$ cat config.mk
export PLATFORM = sky130hd
export DESIGN_NAME = fetch_queue_flat
export DESIGN_NICKNAME = d
export VERILOG_FILES = /design/src/rtl/fetch_queue_if.sv /design/src/rtl/fetch_queue.sv /design/src/flat_wrapper.sv
export SDC_FILE = /design/constraint.sdc
export NUM_CORES = 1
export LEC_CHECK = 0
export CORE_MARGIN = 2
export CORE_UTILIZATION = 44
export DETAILED_ROUTE_END_ITERATION = 8
export SLEW_MARGIN = 30
export SYNTH_ARGS = -nofsm -noshare
export SYNTH_HDL_FRONTEND = slang
export SYNTH_SLANG_ARGS = --single-unit
$ cat constraint.sdc
create_clock -name clk -period 8.26 [get_ports clk]
set_input_delay 1.652 -clock clk [delete_from_list [all_inputs] [get_ports clk]]
set_output_delay 1.652 -clock clk [all_outputs]
set_load 0.02 [all_outputs]
$ cat src/rtl/fetch_queue_if.sv
// Fetch queue bus: redirect input, instruction memory request/response
// channel and the registered decode-stage outputs.
interface fetch_queue_if;
  logic [31:0] wb_reg_pc;
  logic        wb_branch_hazard;
  logic        mem_start;
  logic        mem_ready;
  logic [31:0] mem_addr;
  logic [31:0] mem_data;
  logic        mem_data_valid;
  logic        stall_flg;
  logic [31:0] id_reg_pc;
  logic [31:0] id_inst;

  // Fetch queue side
  modport master (
    input  wb_reg_pc, wb_branch_hazard, mem_ready, mem_data, mem_data_valid, stall_flg,
    output mem_start, mem_addr, id_reg_pc, id_inst
  );

  // Pipeline / memory side
  modport slave (
    output wb_reg_pc, wb_branch_hazard, mem_ready, mem_data, mem_data_valid, stall_flg,
    input  mem_start, mem_addr, id_reg_pc, id_inst
  );
endinterface

$ cat src/rtl/fetch_queue.sv
// Instruction fetch queue: issues in-order memory requests, tags responses
// with their request PC, buffers them while decode stalls and discards
// responses that belong to requests issued before a redirect.
module fetch_queue #(
  parameter logic [31:0] RESET_PC  = 32'h0000_0000,
  parameter int          QDEPTH    = 4,
  parameter int          MAX_OUT   = 2,
  parameter logic [31:0] REGPC_NOP = 32'hFFFF_FFFF,
  parameter logic [31:0] INST_NOP  = 32'h0000_0013
) (
  input logic           clk,
  input logic           rst_n,
  fetch_queue_if.master bus
);
  localparam int            QW        = $clog2(QDEPTH);
  localparam int            AW        = (MAX_OUT > 1) ? $clog2(MAX_OUT) : 1;
  // Wide enough to hold count + live (at most 2*QDEPTH) without overflow.
  localparam int            CW        = $clog2(QDEPTH + 1) + 1;
  localparam logic [CW-1:0] QDEPTH_C  = CW'(QDEPTH);
  localparam logic [CW-1:0] MAX_OUT_C = CW'(MAX_OUT);
  localparam logic [AW-1:0] SLOT_LAST = AW'(MAX_OUT - 1);

  logic [31:0]   fetch_pc_r;
  logic [CW-1:0] count_r;
  logic [CW-1:0] out_cnt_r;
  logic [CW-1:0] drop_cnt_r;
  logic [QW-1:0] head_r;
  logic [QW-1:0] tail_r;
  logic [AW-1:0] opush_r;
  logic [AW-1:0] opop_r;
  logic [31:0]   q_pc_r   [QDEPTH];
  logic [31:0]   q_inst_r [QDEPTH];
  logic [31:0]   opc_r    [MAX_OUT];
  logic [31:0]   id_reg_pc_r;
  logic [31:0]   id_inst_r;

  logic [CW-1:0] live_s;
  logic          room_s;
  logic          mem_start_s;
  logic [31:0]   mem_addr_s;
  logic          accept_s;
  logic          resp_s;
  logic          live_resp_s;
  logic          pop_s;
  logic          push_s;
  logic          bypass_s;

  // Advance a pointer over the MAX_OUT outstanding-address slots.
  function automatic logic [AW-1:0] slot_next(input logic [AW-1:0] p);
    if (p == SLOT_LAST) begin
      slot_next = {AW{1'b0}};
    end else begin
      slot_next = p + AW'(1'b1);
    end
  endfunction

  // Issue decision, response classification and queue push/pop strobes.
  always_comb begin
    live_s = out_cnt_r - drop_cnt_r;
    if (bus.wb_branch_hazard) begin
      // Everything buffered or in flight is about to be discarded.
      room_s     = 1'b1;
      mem_addr_s = bus.wb_reg_pc;
    end else begin
      room_s     = (count_r + live_s) < QDEPTH_C;
      mem_addr_s = fetch_pc_r;
    end
    mem_start_s = rst_n && (out_cnt_r < MAX_OUT_C) && room_s;
    accept_s    = mem_start_s && bus.mem_ready;
    // A strobe with nothing outstanding is a protocol error and is ignored.
    resp_s      = bus.mem_data_valid && (out_cnt_r != {CW{1'b0}});
    live_resp_s = resp_s && (drop_cnt_r == {CW{1'b0}});
    pop_s       = !bus.wb_branch_hazard && !bus.stall_flg && (count_r != {CW{1'b0}});
    push_s      = !bus.wb_branch_hazard && live_resp_s &&
                  (bus.stall_flg || (count_r != {CW{1'b0}}));
    bypass_s    = !bus.wb_branch_hazard && !bus.stall_flg &&
                  (count_r == {CW{1'b0}}) && live_resp_s;
  end

  // Control state: fetch PC, counters, pointers and decode-stage registers.
  always_ff @(posedge clk or negedge rst_n) begin
    if (!rst_n) begin
      fetch_pc_r  <= RESET_PC;
      count_r     <= {CW{1'b0}};
      out_cnt_r   <= {CW{1'b0}};
      drop_cnt_r  <= {CW{1'b0}};
      head_r      <= {QW{1'b0}};
      tail_r      <= {QW{1'b0}};
      opush_r     <= {AW{1'b0}};
      opop_r      <= {AW{1'b0}};
      id_reg_pc_r <= REGPC_NOP;
      id_inst_r   <= INST_NOP;
    end else begin
      out_cnt_r <= out_cnt_r + {{(CW-1){1'b0}}, accept_s} - {{(CW-1){1'b0}}, resp_s};
      if (accept_s) begin
        opush_r <= slot_next(opush_r);
      end
      if (resp_s) begin
        opop_r <= slot_next(opop_r);
      end
      if (bus.wb_branch_hazard) begin
        // Redirect: flush the queue; every older request becomes a drop.
        fetch_pc_r  <= bus.wb_reg_pc + (accept_s ? 32'd4 : 32'd0);
        drop_cnt_r  <= out_cnt_r - {{(CW-1){1'b0}}, resp_s};
        count_r     <= {CW{1'b0}};
        head_r      <= {QW{1'b0}};
        tail_r      <= {QW{1'b0}};
        id_reg_pc_r <= REGPC_NOP;
        id_inst_r   <= INST_NOP;
      end else begin
        if (accept_s) begin
          fetch_pc_r <= fetch_pc_r + 32'd4;
        end
        if (resp_s && (drop_cnt_r != {CW{1'b0}})) begin
          drop_cnt_r <= drop_cnt_r - {{(CW-1){1'b0}}, 1'b1};
        end
        count_r <= count_r + {{(CW-1){1'b0}}, push_s} - {{(CW-1){1'b0}}, pop_s};
        if (push_s) begin
          tail_r <= tail_r + QW'(1'b1);
        end
        if (pop_s) begin
          head_r      <= head_r + QW'(1'b1);
          id_reg_pc_r <= q_pc_r[head_r];
          id_inst_r   <= q_inst_r[head_r];
        end else if (bypass_s) begin
          id_reg_pc_r <= opc_r[opop_r];
          id_inst_r   <= bus.mem_data;
        end else begin
          id_reg_pc_r <= REGPC_NOP;
          id_inst_r   <= INST_NOP;
        end
      end
    end
  end

  // Storage: outstanding request addresses and buffered (pc, inst) entries.
  always_ff @(posedge clk) begin
    if (accept_s) begin
      opc_r[opush_r] <= mem_addr_s;
    end
    if (push_s) begin
      q_pc_r[tail_r]   <= opc_r[opop_r];
      q_inst_r[tail_r] <= bus.mem_data;
    end
  end

  assign bus.mem_start = mem_start_s;
  assign bus.mem_addr  = mem_addr_s;
  assign bus.id_reg_pc = id_reg_pc_r;
  assign bus.id_inst   = id_inst_r;
endmodule
$ cat src/flat_wrapper.sv
// flat-port wrapper written by rule: the top's interface ports become plain ports
module fetch_queue_flat 
#(
  parameter logic [31:0] RESET_PC  = 32'h0000_0000,
  parameter int          QDEPTH    = 4,
  parameter int          MAX_OUT   = 2,
  parameter logic [31:0] REGPC_NOP = 32'hFFFF_FFFF,
  parameter logic [31:0] INST_NOP  = 32'h0000_0013
)
  (clk, rst_n, bus_wb_reg_pc, bus_wb_branch_hazard, bus_mem_ready, bus_mem_data, bus_mem_data_valid, bus_stall_flg, bus_mem_start, bus_mem_addr, bus_id_reg_pc, bus_id_inst);
  fetch_queue_if bus_i ();
  input logic clk;
  input logic rst_n;
  input wire logic [$bits(bus_i.wb_reg_pc)-1:0] bus_wb_reg_pc;
  input wire logic [$bits(bus_i.wb_branch_hazard)-1:0] bus_wb_branch_hazard;
  input wire logic [$bits(bus_i.mem_ready)-1:0] bus_mem_ready;
  input wire logic [$bits(bus_i.mem_data)-1:0] bus_mem_data;
  input wire logic [$bits(bus_i.mem_data_valid)-1:0] bus_mem_data_valid;
  input wire logic [$bits(bus_i.stall_flg)-1:0] bus_stall_flg;
  output wire logic [$bits(bus_i.mem_start)-1:0] bus_mem_start;
  output wire logic [$bits(bus_i.mem_addr)-1:0] bus_mem_addr;
  output wire logic [$bits(bus_i.id_reg_pc)-1:0] bus_id_reg_pc;
  output wire logic [$bits(bus_i.id_inst)-1:0] bus_id_inst;
  assign bus_i.wb_reg_pc = bus_wb_reg_pc;
  assign bus_i.wb_branch_hazard = bus_wb_branch_hazard;
  assign bus_i.mem_ready = bus_mem_ready;
  assign bus_i.mem_data = bus_mem_data;
  assign bus_i.mem_data_valid = bus_mem_data_valid;
  assign bus_i.stall_flg = bus_stall_flg;
  assign bus_mem_start = bus_i.mem_start;
  assign bus_mem_addr = bus_i.mem_addr;
  assign bus_id_reg_pc = bus_i.id_reg_pc;
  assign bus_id_inst = bus_i.id_inst;
  fetch_queue #(.RESET_PC(RESET_PC), .QDEPTH(QDEPTH), .MAX_OUT(MAX_OUT), .REGPC_NOP(REGPC_NOP), .INST_NOP(INST_NOP)) u_core (.clk(clk), .rst_n(rst_n), .bus(bus_i));
endmodule
* After elaboration in Yosys (flattened, before gate mapping)
Memory sizes are Yosys's and may differ from the RTL's. Cells that the tools add are included.
Operators by class: mux-type cells 24, $add $sub $neg 14, magnitude comparators 2, reduce and logical (&&, ||, !) cells 24
Operators by type and width (count):
- 2-to-1 mux 32 bit | 9
- adder 32 x 3 -> 32 bit, second input constant | 1
- adder 32 bit | 1
- logical AND 1 bit | 12
- 2-to-1 mux 4 bit | 3
- nonzero test 4 bit | 3
- subtractor 4 x 1 -> 4 bit | 3
- adder 4 x 1 -> 4 bit | 2
- zero test 4 bit | 2
- 2-to-1 mux 2 bit | 4
- nonzero test 2 bit | 4
- 2-to-1 mux 1 bit | 7
- adder 2 x 1 -> 2 bit, second input constant | 2
- adder 4 bit | 1
- < comparator 4 x 2 -> 1 bit, second input constant | 1
- < comparator 4 x 3 -> 1 bit, second input constant | 1
- subtractor 4 x 1 -> 4 bit, second input constant | 1
- subtractor 4 bit | 1
- 2-to-1 mux 3 bit | 1
- adder 1 bit, second input constant | 2
- zero test 1 bit | 2
- logical OR 1 bit | 1
Storage, ports and cells: input bits 70, register bits 114, output and inout port bits 97, logic and storage cells 77, memory bits (writable) 320, memories 3
Memory list:
- u_core.q_inst_r | depth 4, width 32, read ports 1, clocked after memory_dff 0, write ports 1, RTL line fetch_queue.sv:32 | logic [31:0] q_inst_r [QDEPTH];
- u_core.q_pc_r | depth 4, width 32, read ports 1, clocked after memory_dff 0, write ports 1, RTL line fetch_queue.sv:31 | logic [31:0] q_pc_r [QDEPTH];
- u_core.opc_r | depth 2, width 32, read ports 1, clocked after memory_dff 0, write ports 1, RTL line fetch_queue.sv:33 | logic [31:0] opc_r [MAX_OUT];

* Longest topological paths before layout
word-level depth 9, gate-level depth with buffers 16, gate-level depth less buffers 15

* Least setup slack after synthesis
OpenSTA, ideal clock, no wires.
path type register -> output, start register u_core.out_cnt_r[1], end output port bus_mem_start, required time 6.608 ns, slack 3.784 ns, data arrival time 2.824 ns, path buffers 2, cell stages (with the launch flop) 11, cells stage by stage dfrtp_1 -> inv_1 -> fa_1 -> inv_1 -> ha_1 -> and3b_1 -> o21bai_1 -> a31oi_4 -> clkbuf_1 -> buf_2 -> nor3b_1
Between the ends: word-level cells in the longest chain between the ends 5, elaborated cells between the ends (all ways) 7, classes of those cells 2 x add/sub; 2 x order compare; 1 x mux; 2 x reduce/logical
RTL lines:
- start: declaration | RTL line fetch_queue.sv:25 | logic [CW-1:0] out_cnt_r;
- start signal: assignment | RTL line fetch_queue.sv:85 | out_cnt_r <= {CW{1'b0}};
- start signal: assignment | RTL line fetch_queue.sv:94 | out_cnt_r <= out_cnt_r + {{(CW-1){1'b0}}, accept_s} - {{(CW-1){1'b0}}, resp_s};
- subtractor 4 bit | RTL line fetch_queue.sv:59 | live_s = out_cnt_r - drop_cnt_r;
- adder 4 bit | RTL line fetch_queue.sv:65 | room_s = (count_r + live_s) < QDEPTH_C;
- < comparator 4 x 3 -> 1 bit | RTL line fetch_queue.sv:65
- 2-to-1 mux 1 bit | RTL line fetch_queue.sv:60 | if (bus.wb_branch_hazard) begin
- logical AND 1 bit * | RTL line fetch_queue.sv:68 | mem_start_s = rst_n && (out_cnt_r < MAX_OUT_C) && room_s;
- end: declaration | RTL line flat_wrapper.sv:20 | output wire logic [$bits(bus_i.mem_start)-1:0] bus_mem_start;
Mark *: on every way between the ends. The rest lies on a longest branch, timed or not.

* Worst setup path after layout
Ends and elaborated chain as after synthesis.

==> metrics.md <==
| Metric | Value |
|---|---|
| Outcome | `finished, final reports clean` |
| Clock transition at the registers of the reported paths | `~60 ps` |
| Number of clock sinks | `434` |
| TritonCTS clock tree | `built` |
| Switching part of the total | `0.295` |
| Hold path depth | `1` |
| Input/output buffers | `approximately 170` |
| Final max-slew violation count | `0` |
| DRC | `0` |
| Critical Path Source Type | `flop` |
| Cell repeated most along the worst path | `sky130_fd_sc_hd__inv_1` |
| Antenna diodes | `0` |
| Gr ovfl total | `0` |
| Clock insertion delay at the later pin of the skew report | `580 ps` |
| Average wire per cell in the routed design | `between 20 and 25 um` |
| WHS | `between 500 and 600 ps` |
| Maximum clock skew at final layout | `17.9 ps` |
| Total number of vias | `between 10000 and 15000` |
| Share of layout cells above drive strength 1 | `0.180` |
| Deepest clock path buffer count | `3` |
| Max Cap Viol | `0` |
| Number of cells upsized or downsized after cts | `0` |
| Delay contributed by the slowest stage of the critical path | `between 700 and 800 ps` |
| Multiplexer share of the synthesized area | `0.116` |
| Post-synthesis adder-cell area fraction | `0.0202` |
| Final-report setup violation count | `0` |
| Synthesis Warnings | `0` |
| Synthesized net count | `1240` |
| Cell at the root of the clock tree | `sky130_fd_sc_hd__clkbuf_16` |
| Data required time of the critical path | `~6600 ps` |
| Compound-gate portion of the synthesized area | `0.0611` |
| Wire length of the first global-routing pass | `65300 um` |
| Die Footprint | `43000 sq um` |
| Cell-internal power | `4.47 mW` |
| Critical R2R Capture | `u_core.fetch_pc_r[31]` |
| Clock buffers created by TritonCTS | `between 40 and 50` |
| Register-to-register setup slack | `between 3000 and 4000 ps` |
| Static leakage power | `approximately 7.7 nW` |
| Startpoint of the worst register-to-register path | `u_core.out_cnt_r[1]` |
| Area of the core | `40800 sq um` |
| Fin nets | `approximately 1400` |
| First-iteration detailed-routing DRC count | `680` |
| Post-Synthesis Mean Instance Area | `approximately 16 sq um` |
| Area grow syn2layout | `21.0%` |
| Antenna viol nets, final | `0` |
| Number of flops mapped to enable cells by yosys | `320` |
| Data arrival time of the critical path | `4120 ps` |
| Startpoint of the worst hold path | `u_core.fetch_pc_r[1]` |
| Cell count after synthesis | `between 1000 and 1500` |
| Part of the power in registers | `0.429` |
| IO Pins | `between 150 and 200` |
| Worst-Margin Slew | `approximately 970 ps` |
| Post-Synth XOR/XNOR Area | `0.0162` |
| Vias in the first global route | `about 11000` |
| Worst R2R Path Depth | `15` |
| Detailed Routing Iterations Pass 1 | `5` |
| Top_reg_cell synth | `sky130_fd_sc_hd__edfxtp_1` |
| Endpoint with the worst hold slack | `u_core.fetch_pc_r[1]` |
| Final Cycle Share | `0.699` |
| Routed Wire Length | `42500 um` |
| Critical path class | `reg2out` |
| CP Max Fanout | `33` |
| Most common cell after layout, fill and taps aside | `sky130_fd_sc_hd__edfxtp_1` |
| Synth unique cells | `between 60 and 70` |
| Fraction of power consumed by combinational cells | `0.245` |
| Total of flip-flops plus latches after synthesis | `approximately 430` |
| Setup repair after global routing missed its margin | `no` |
| Main combinational cell family by area after synthesis | `multiplexers` |
| Die height | `about 210 um` |
| Final estimated routing congestion in global placement | `~0.85` |
| Netlist area before placement | `18200 sq um` |
| Commonest non-fill, non-tap cells in the layout | `sky130_fd_sc_hd__edfxtp_1, sky130_fd_sc_hd__clkdlybuf4s50_1, sky130_fd_sc_hd__dfrtp_1` |
| Fin. Hold Viols | `0` |
| Global routing usage summed across all routing layers | `0.198` |
| Kind of path behind the tightest hold check | `reg2reg` |
| Async set-reset flop share out of synthesis | `0.263` |
| Cells along the critical path | `inv_1, fa_1, inv_1, ha_1, and3b_1, or3b_2, a31oi_4, nor3b_1, clkdlybuf4s50_1` |
| Peak ir drop on the vdd network | `~0.31 mV` |
| Maximum number of pins on one net before global-route repair | `65` |
| Period minus WS final | `slightly below 6000 ps` |
| Synth Area in Simple Gates | `0.0723` |
| Power density cells | `about 290 nW/um^2` |
| Post-DP HPWL | `between 20000 and 30000 um` |
| Post-CTS Setup Inserts | `0` |
| Worst relative slew slack | `0.355` |
| Antenna violations before repair | `0` |
| Chip Width | `roughly 210 um` |
| H-tree Lvls | `2` |
| Relative contribution of the clock network to total power | `0.326` |
| Initial core utilization | `0.446` |
| Power dissipated by switching net loads | `around 1.9 mW` |
| Post-CTS Hold Buffers | `0` |
| Maximum clock rate | `0.173 GHz` |
| Type of destination of the critical path | `output port` |
| Total Negative Setup Slacks | `0 ps` |
| Via count normalized by instance count | `approximately 5.6` |
| Slowest CP cell | `sky130_fd_sc_hd__a31oi_4` |
| Part of the Yosys area used for sequential elements | `0.687` |
| Cell row count | `74` |
flip-flops by register name, indices dropped and copies added (netlist names):
register / cells
u_core.opc_r: 64
u_core.q_inst_r: 128
u_core.fetch_pc_r: 32
u_core.bus.id_inst: 32
u_core.bus.id_reg_pc: 32
u_core.opop_r: 1
u_core.head_r: 2
u_core.q_pc_r: 128
u_core.count_r: 4
u_core.drop_cnt_r: 4
u_core.out_cnt_r: 4
u_core.opush_r: 1
u_core.tail_r: 2
cells in the mapped netlist (4+ instances only):
| master | n | area (sq um) |
|---|---|---|
| sky130_fd_sc_hd__xor2_1 | 11 | 96.3 |
| sky130_fd_sc_hd__and4_1 | 4 | 35.0 |
| sky130_fd_sc_hd__nand2_1 | 41 | 154 |
| sky130_fd_sc_hd__and2_1 | 6 | 37.5 |
| sky130_fd_sc_hd__dfrtp_1 | 79 | 1980 |
| sky130_fd_sc_hd__xnor2_1 | 20 | 175 |
| sky130_fd_sc_hd__dfstp_2 | 35 | 920 |
| sky130_fd_sc_hd__clkbuf_1 | 34 | 128 |
| sky130_fd_sc_hd__mux2_2 | 25 | 282 |
| sky130_fd_sc_hd__mux4_2 | 64 | 1440 |
| sky130_fd_sc_hd__o311ai_0 | 5 | 43.8 |
| sky130_fd_sc_hd__nor3_1 | 17 | 85.1 |
| sky130_fd_sc_hd__o21a_1 | 4 | 30.0 |
| sky130_fd_sc_hd__ha_1 | 23 | 288 |
| sky130_fd_sc_hd__fa_1 | 4 | 80.1 |
| sky130_fd_sc_hd__or4_1 | 10 | 75.1 |
| sky130_fd_sc_hd__a31oi_1 | 12 | 75.1 |
| sky130_fd_sc_hd__nor2_1 | 57 | 214 |
| sky130_fd_sc_hd__nand3_1 | 27 | 135 |
| sky130_fd_sc_hd__a21oi_1 | 42 | 210 |
| sky130_fd_sc_hd__and3_1 | 6 | 37.5 |
| sky130_fd_sc_hd__edfxtp_1 | 320 | 9610 |
| sky130_fd_sc_hd__o31a_1 | 12 | 105 |
| sky130_fd_sc_hd__inv_1 | 68 | 255 |
| sky130_fd_sc_hd__nor4_1 | 13 | 81.3 |
| sky130_fd_sc_hd__mux2i_1 | 38 | 380 |
| sky130_fd_sc_hd__o21ai_0 | 23 | 115 |
| sky130_fd_sc_hd__buf_2 | 6 | 30.0 |
| sky130_fd_sc_hd__o31ai_1 | 5 | 37.5 |
| sky130_fd_sc_hd__nor2b_1 | 5 | 31.3 |
| sky130_fd_sc_hd__a21o_1 | 5 | 37.5 |
| sky130_fd_sc_hd__or3_1 | 11 | 68.8 |
| sky130_fd_sc_hd__a22o_1 | 30 | 263 |
| sky130_fd_sc_hd__o211ai_1 | 9 | 67.6 |
| sky130_fd_sc_hd__buf_1 | 10 | 37.5 |
| sky130_fd_sc_hd__nand4_1 | 18 | 113 |
worst max-delay path by stage:
stage / end / slack, ps / from
after global routing: bus_mem_start / 2280 / u_core.out_cnt_r[1]
after global placement: bus_mem_start / 2600 / bus_wb_branch_hazard
after floorplan: bus_mem_start / 3780 / u_core.out_cnt_r[1]
final: bus_mem_start / 2490 / u_core.out_cnt_r[1]
after detailed placement: bus_mem_start / 2640 / bus_wb_branch_hazard
after CTS: bus_mem_start / 2450 / u_core.out_cnt_r[1]
kinds of logic (layout without fill, tap and decap cells):
family / after synthesis / count (layout)
and+or+nand+nor: 239 / 239
AOI/OAI and AO/OA: 160 / 160
buffers and inverters: 124 / 342
xor gates and xnor gates: 32 / 32
DFF: 434 / 434
muxes: 127 / 127
adders and majority gates: 27 / 27
critical path: cells and delay by family, from the launching register on:
| kind | cells | cell delay (ps) |
|---|---|---|
| AND/OR/NAND/NOR | 3 | 880 |
| adder cells (fa/ha/maj) | 2 | 800 |
| buffers and inverters | 3 | 770 |
| AO/OA/AOI/OAI | 1 | 710 |
| flip-flops | 1 | 380 |
power groups by stage:
stage / clock, mW / sequential (mW) / combinational [mW]
global route: 2.21 / 2.74 / 1.70
finish: 2.06 / 2.72 / 1.55
CTS: 2.12 / 2.73 / 1.58
global placement: 0 / 2.77 / 1.55
detailed placement: 0 / 2.77 / 1.57
floorplan: 0 / 2.74 / 1.08
per-layer routing:
layer  GRT usage  part of all wire
met3      0.0402             0.051
met4      0.0537             0.022
met1       0.271              0.44
met5           0                 0
met2       0.324              0.48
layout make-up:
cell class / instances / area, sq um
fillers: 3305 / 18800
flip-flops and latches: 434 / 12500
multi-input cells: 585 / 5210
repair buffers: 187 / 1860
clock buffers: 57 / 1230
well taps: 532 / 666
clock inverters: 29 / 290
inverters: 69 / 259
per-stage QoR:
stage           util  instances  power (mW)  instance area (sq um)  setup WS, ps
2_1_floorplan      -       1143        3.82                  18200          3780
3_3_place_gp   0.500       1803        4.32                  20400          2600
3_5_place_dp   0.502       1807        4.34                  20500          2640
4_1_cts        0.540       1893        6.43                  22000          2450
5_1_grt        0.540       1893        6.65                  22000          2280
6_report       0.540       1893        6.34                  22000          2490
Note: power is estimated with default switching activity, not from simulation.
==> RTL edit 1 (same flow settings) <==
`MAX_OUT` is set to 2 in 2 places; all go to 8.
--- a/src/rtl/fetch_queue.sv
+++ b/src/rtl/fetch_queue.sv
@@ -6,3 +6,3 @@
   parameter int          QDEPTH    = 4,
-  parameter int          MAX_OUT   = 2,
+  parameter int          MAX_OUT   = 8,
   parameter logic [31:0] REGPC_NOP = 32'hFFFF_FFFF,
--- a/src/flat_wrapper.sv
+++ b/src/flat_wrapper.sv
@@ -5,3 +5,3 @@
   parameter int          QDEPTH    = 4,
-  parameter int          MAX_OUT   = 2,
+  parameter int          MAX_OUT   = 8,
   parameter logic [31:0] REGPC_NOP = 32'hFFFF_FFFF,
Behaviour: not the same (a bounded check fails within 4 cycles, from zero or initial values and one cycle with rst_n low).
==> RTL edit 1 against the unedited design <==
Worst setup slack better by 63 ps; global-route usage grew 0.33 points; power increased by 52%; design area increased by 39%; sequential cell count grew 196; clock power rose by 44%; sequential share of layout area grew 3.4 points; register-to-register slack worse by 680 ps; hold slack improved by 2.3 ps; count of clock-buffer cells in the layout grew 24; combinational power grew 69%; area after synthesis up 41%; wire length up 41%; critical endpoint unchanged; largest power group unchanged; highest routed layer unchanged.
==> RTL edit 1: results (changes against the unedited design) <==
[logic_synthesis]
async_flop_share_pct=18.7  ; was 26.3%
synth_area_leaders=edfxtp_1 (60%), mux4_2 (11%), dfrtp_1 (8.1%)  ; was edfxtp_1 (53%), dfrtp_1 (11%), mux4_2 (7.9%)
synthCells=1398  ; was 1,143
synth_cell_types=61  ; was 65
synth-seq-area-share_pct=71.5  ; was 68.7%
yosys.area.top_type_share_pct=59.8  ; was 52.8%
yosysWarnings=0  ; unchanged
synth_edf_count=512  ; was 320
synth_commonest_cells=edfxtp_1 (512), mux4_2 (128), dfrtp_1 (83), nand2_1 (60), mux2_2 (58)  ; was edfxtp_1 (320), dfrtp_1 (79), inv_1 (68), mux4_2 (64), nor2_1 (57)
synth_nets=1499  ; was 1,240

[placement]
dp_hpwl_um=36200  ; was 26,700 um
port_buffers=166  ; unchanged
routabilityCongestion=0.905  ; was 0.848
placed_area_um2=28300  ; was 20,500 um^2
dp_cells=2286  ; was 1,807

[outcome]
run_status=finished clean  ; unchanged

[hold_path]
hold_class=reg -> reg  ; unchanged

[critical_path]
r2r-start=u_core.drop_cnt_r[2]  ; was u_core.out_cnt_r[1]
reg2reg_to=u_core.fetch_pc_r[31]  ; unchanged
r2r_slack_ps=3000  ; was 3680 ps
crit_start=u_core.out_cnt_r[1]  ; unchanged
crit_fanout=8  ; was 33
cp.arrival_ps=4060  ; was 4120 ps
r2r_cells=14  ; was 15

[clocking]
clockBufferDepth=3  ; unchanged
clk_pin_slew_worst_paths_ps=60  ; about the same
clk_latency_ps=600  ; was 580 ps
cts_setup_buffers=0  ; unchanged
htree_levels=3  ; was 2
numCtsBuffers=67  ; was 46
ctsResizeCount=0  ; unchanged

[final_layout]
diodes=0  ; unchanged
final_nets=1691  ; was 1,420
final_cell_count_no_fill=2409  ; was 1,893
nFillCells=4671  ; was 3,305
largestRegisters=u_core.opc_r: 256 flops, u_core.q_inst_r: 128 flops, u_core.q_pc_r: 128 flops  ; was u_core.q_inst_r: 128 flops, u_core.q_pc_r: 128 flops, u_core.opc_r: 64 flops
drive_gt1_share_pct=23.2  ; was 18.0%
area_growth_pct=18.8  ; was 21.0%

[power_and_ir_drop]
p_leak_nw=10.1  ; was 7.73 nW
ir_drop_mv=0.174  ; was 0.311 mV

[detailed_routing]
drtIter0Drc=1151  ; was 680
vias_per_cell=5.78  ; was 5.57
drt_wl_total_um=60000  ; was 42,500 um

[timing]
tightest_slew_ps=1020  ; was 968 ps
finalClockSkew_ps=24.3  ; was 17.9 ps

[global_routing]
grt_antenna_before_repair=0  ; unchanged
first_global_vias=14300  ; was 10,800
grt_pass1_wl_um=90300  ; was 65,300 um
grt_usage_pct=20.1  ; was 19.8%

[RTL edit 1: power by group]
group	switching [mW]	internal, mW	leakage, nW	total, mW
Clock	1.24	1.72	1.07	2.96
Combinational	1.48	1.13	3.05	2.62
Sequential	0.213	3.86	6.01	4.07
[RTL edit 1: layout make-up]
type                       instances  area share, %
multi-input combinational        653           22.8
timing repair buffer             198           6.26
sequential                       630           60.2
tap                              765           3.14
inverter                          40          0.492
clock inverter                    42           1.14
clock buffer                      81           6.00
[RTL edit 1: critical path, cell delays in order, from the launching register on]
cell and delay (ps):
dfrtp_1 450, inv_1 160, fa_1 520, inv_1 40, ha_1 270, and3b_1 240, o21ai_1 580, and2_1 350
nor2_1 80, o211a_1 230, clkdlybuf4s50_1 540
[RTL edit 1: how the worst min path moves through the flow]
stage                    startpoint                    to  slack, ps  depth (start not counted)
5_1_grt        u_core.fetch_pc_r[1]  u_core.fetch_pc_r[1]        530                          1
2_1_floorplan  u_core.fetch_pc_r[0]  u_core.fetch_pc_r[0]        480                          1
4_1_cts        u_core.fetch_pc_r[1]  u_core.fetch_pc_r[1]        510                          1
6_report       u_core.fetch_pc_r[1]  u_core.fetch_pc_r[1]        500                          1
3_3_place_gp   u_core.fetch_pc_r[0]  u_core.fetch_pc_r[0]        490                          1
3_5_place_dp   u_core.fetch_pc_r[1]  u_core.fetch_pc_r[1]        500                          1
[RTL edit 1: per-stage QoR]
step / worst slack, ps / total power [mW]
2_1_floorplan: 1880 / 5.84
3_3_place_gp: 2770 / 6.73
3_5_place_dp: 2650 / 6.76
4_1_cts: 2590 / 9.74
5_1_grt: 2490 / 10.1
6_report: 2550 / 9.64
[RTL edit 1: kinds of logic (layout without fill, tap and decap cells)]
| family | count (synthesis) | after routing | synth area share [%] |
|---|---|---|---|
| muxes | 191 | 191 | 14.0 |
| buffers and inverters | 115 | 361 | 1.74 |
| and+or+nand+nor | 242 | 242 | 4.97 |
| AOI/OAI and AO/OA | 159 | 159 | 5.07 |
| DFF | 630 | 630 | 71.5 |
| xor gates and xnor gates | 30 | 30 | 1.14 |
| adders and majority gates | 31 | 31 | 1.63 |
[RTL edit 1: per-layer routing]
metal  vias up  part of all wire, %  global-route usage, %
met5         -                    0                      0
met4         0                  2.0                   5.85
met3        93                  5.2                   3.28
met2       402                   48                   32.2
met1      7346                   45                   28.6
li1       6090                    -                      -
==> RTL edit 2 (config.mk and constraints unchanged) <==
Made on the original files. Reset style: synchronous (`rst_n`), changed in one clocked block.
--- a/src/rtl/fetch_queue.sv
+++ b/src/rtl/fetch_queue.sv
@@ -80,3 +80,3 @@
   // Control state: fetch PC, counters, pointers and decode-stage registers.
-  always_ff @(posedge clk or negedge rst_n) begin
+  always_ff @(posedge clk) begin
     if (!rst_n) begin
Formal check against the unedited RTL: differs if rst_n is asserted again (counterexample within 4 cycles, from zero or initial values and one cycle with rst_n low); with rst_n held inactive, the same outputs for 4 cycles.
==> RTL edit 2 against the unedited design <==
Sequential cell count rose by 3; power fell by 14%; area after synthesis fell by 3.3%; critical endpoint unchanged; wire length fell by 3.5%; synthesized cell count fell by 1.3%; worst setup slack improved by 240 ps; core utilization rose by 0.28 points; design area fell by 2.4%; first-iteration DRC count rose by 4.3%.
==> RTL edit 2: results (changes against the unedited design) <==
[critical_path]
r2r-start=u_core.out_cnt_r[1]  ; unchanged
cp_slowest_cell=clkdlybuf4s50_1  ; was a31oi_4
r2r_cells=16  ; was 15
cp.arrival_ps=3880  ; was 4120 ps
r2r_slack_ps=3520  ; was 3680 ps
reg2reg_to=u_core.fetch_pc_r[28]  ; was u_core.fetch_pc_r[31]
crit_fanout=10  ; was 33
critPathMaxStageDelay_ps=650  ; was 710 ps

[placement]
dp_cells=1780  ; was 1,807
routabilityCongestion=0.790  ; was 0.848
placed_area_um2=19900  ; was 20,500 um^2
dp_hpwl_um=25600  ; was 26,700 um

[final_layout]
drive_gt1_share_pct=17.8  ; was 18.0%
clk_share_pct=7.23  ; was 6.91%
final_nets=1401  ; was 1,420
final_cell_count_no_fill=1866  ; was 1,893
multiInputGateArea_um2=5330  ; was 5210 um^2
inverters=31  ; was 69
nFillCells=3254  ; was 3,305
area_growth_pct=22.2  ; was 21.0%
nNonClkBuffers=185  ; was 187
n_clock_buffer=69  ; was 57
seq_share_pct=55.6  ; was 56.8%
nonClkBufAreaFrac_pct=8.74  ; was 8.46%

[logic_synthesis]
synth_commonest_cells=edfxtp_1 (320), dfxtp_1 (117), nand2_1 (73), mux4_2 (64), mux2_2 (61)  ; was edfxtp_1 (320), dfrtp_1 (79), inv_1 (68), mux4_2 (64), nor2_1 (57)
synth-adder-area-share_pct=2.16  ; was 2.02%
synth_cell_types=59  ; was 65
muxShareOfSynthArea_pct=12.3  ; was 11.6%
synthCells=1128  ; was 1,143
synth-seq-area-share_pct=67.9  ; was 68.7%
synth-compound-area-share_pct=5.77  ; was 6.11%
async_flop_share_pct=0  ; was 26.3%
synth-xor-area-share_pct=3.16  ; was 1.62%
synth_seq_cells=437  ; was 434
synth_nets=1226  ; was 1,240

[detailed_routing]
dr_total_vias=10200  ; was 10,500
wl_per_cell_um=22.0  ; was 22.4 um
drtIter0Drc=709  ; was 680

[power_and_ir_drop]
ir_drop_mv=0.150  ; was 0.311 mV
p_leak_nw=7.09  ; was 7.73 nW

[timing]
tightest_slew_ps=873  ; was 968 ps
finalClockSkew_ps=17.6  ; was 17.9 ps
hold-worst-slack_ps=544  ; was 502 ps

[global_routing]
grt_usage_pct=20.0  ; was 19.8%
grt_pass1_wl_um=62700  ; was 65,300 um

[hold_path]
hold_end=u_core.head_r[0]  ; was u_core.fetch_pc_r[1]

[outcome]
run_status=finished clean  ; unchanged

[floorplanning]
fp.dieW_um=204  ; was 207 um

[RTL edit 2: metal layers]
layer | routed length (um) | up-vias | track usage (%)
met5 | 0 | - | 0
met4 | 787 | 0 | 6.11
met3 | 2040 | 54 | 3.35
met2 | 19900 | 271 | 33.0
met1 | 18200 | 5195 | 27.4
li1 | - | 4686 | -
[RTL edit 2: report_power, final]
group	internal [mW]	switching (mW)
clock network	1.26	0.832
logic	0.329	0.475
registers	2.51	0.0616
total	4.10	1.37
[RTL edit 2: worst max path at each step]
stage	from	slack, ps	cells after the start	to
CTS	u_core.out_cnt_r[1]	2690	10	bus_mem_start
floorplan	bus_wb_branch_hazard	3480	4	u_core.q_inst_r[0][0]
detailed placement	rst_n	2820	13	u_core.fetch_pc_r[30]
global placement	bus_wb_branch_hazard	2700	4	bus_mem_addr[26]
finish	u_core.out_cnt_r[1]	2730	10	bus_mem_start
global route	u_core.out_cnt_r[1]	2500	10	bus_mem_start
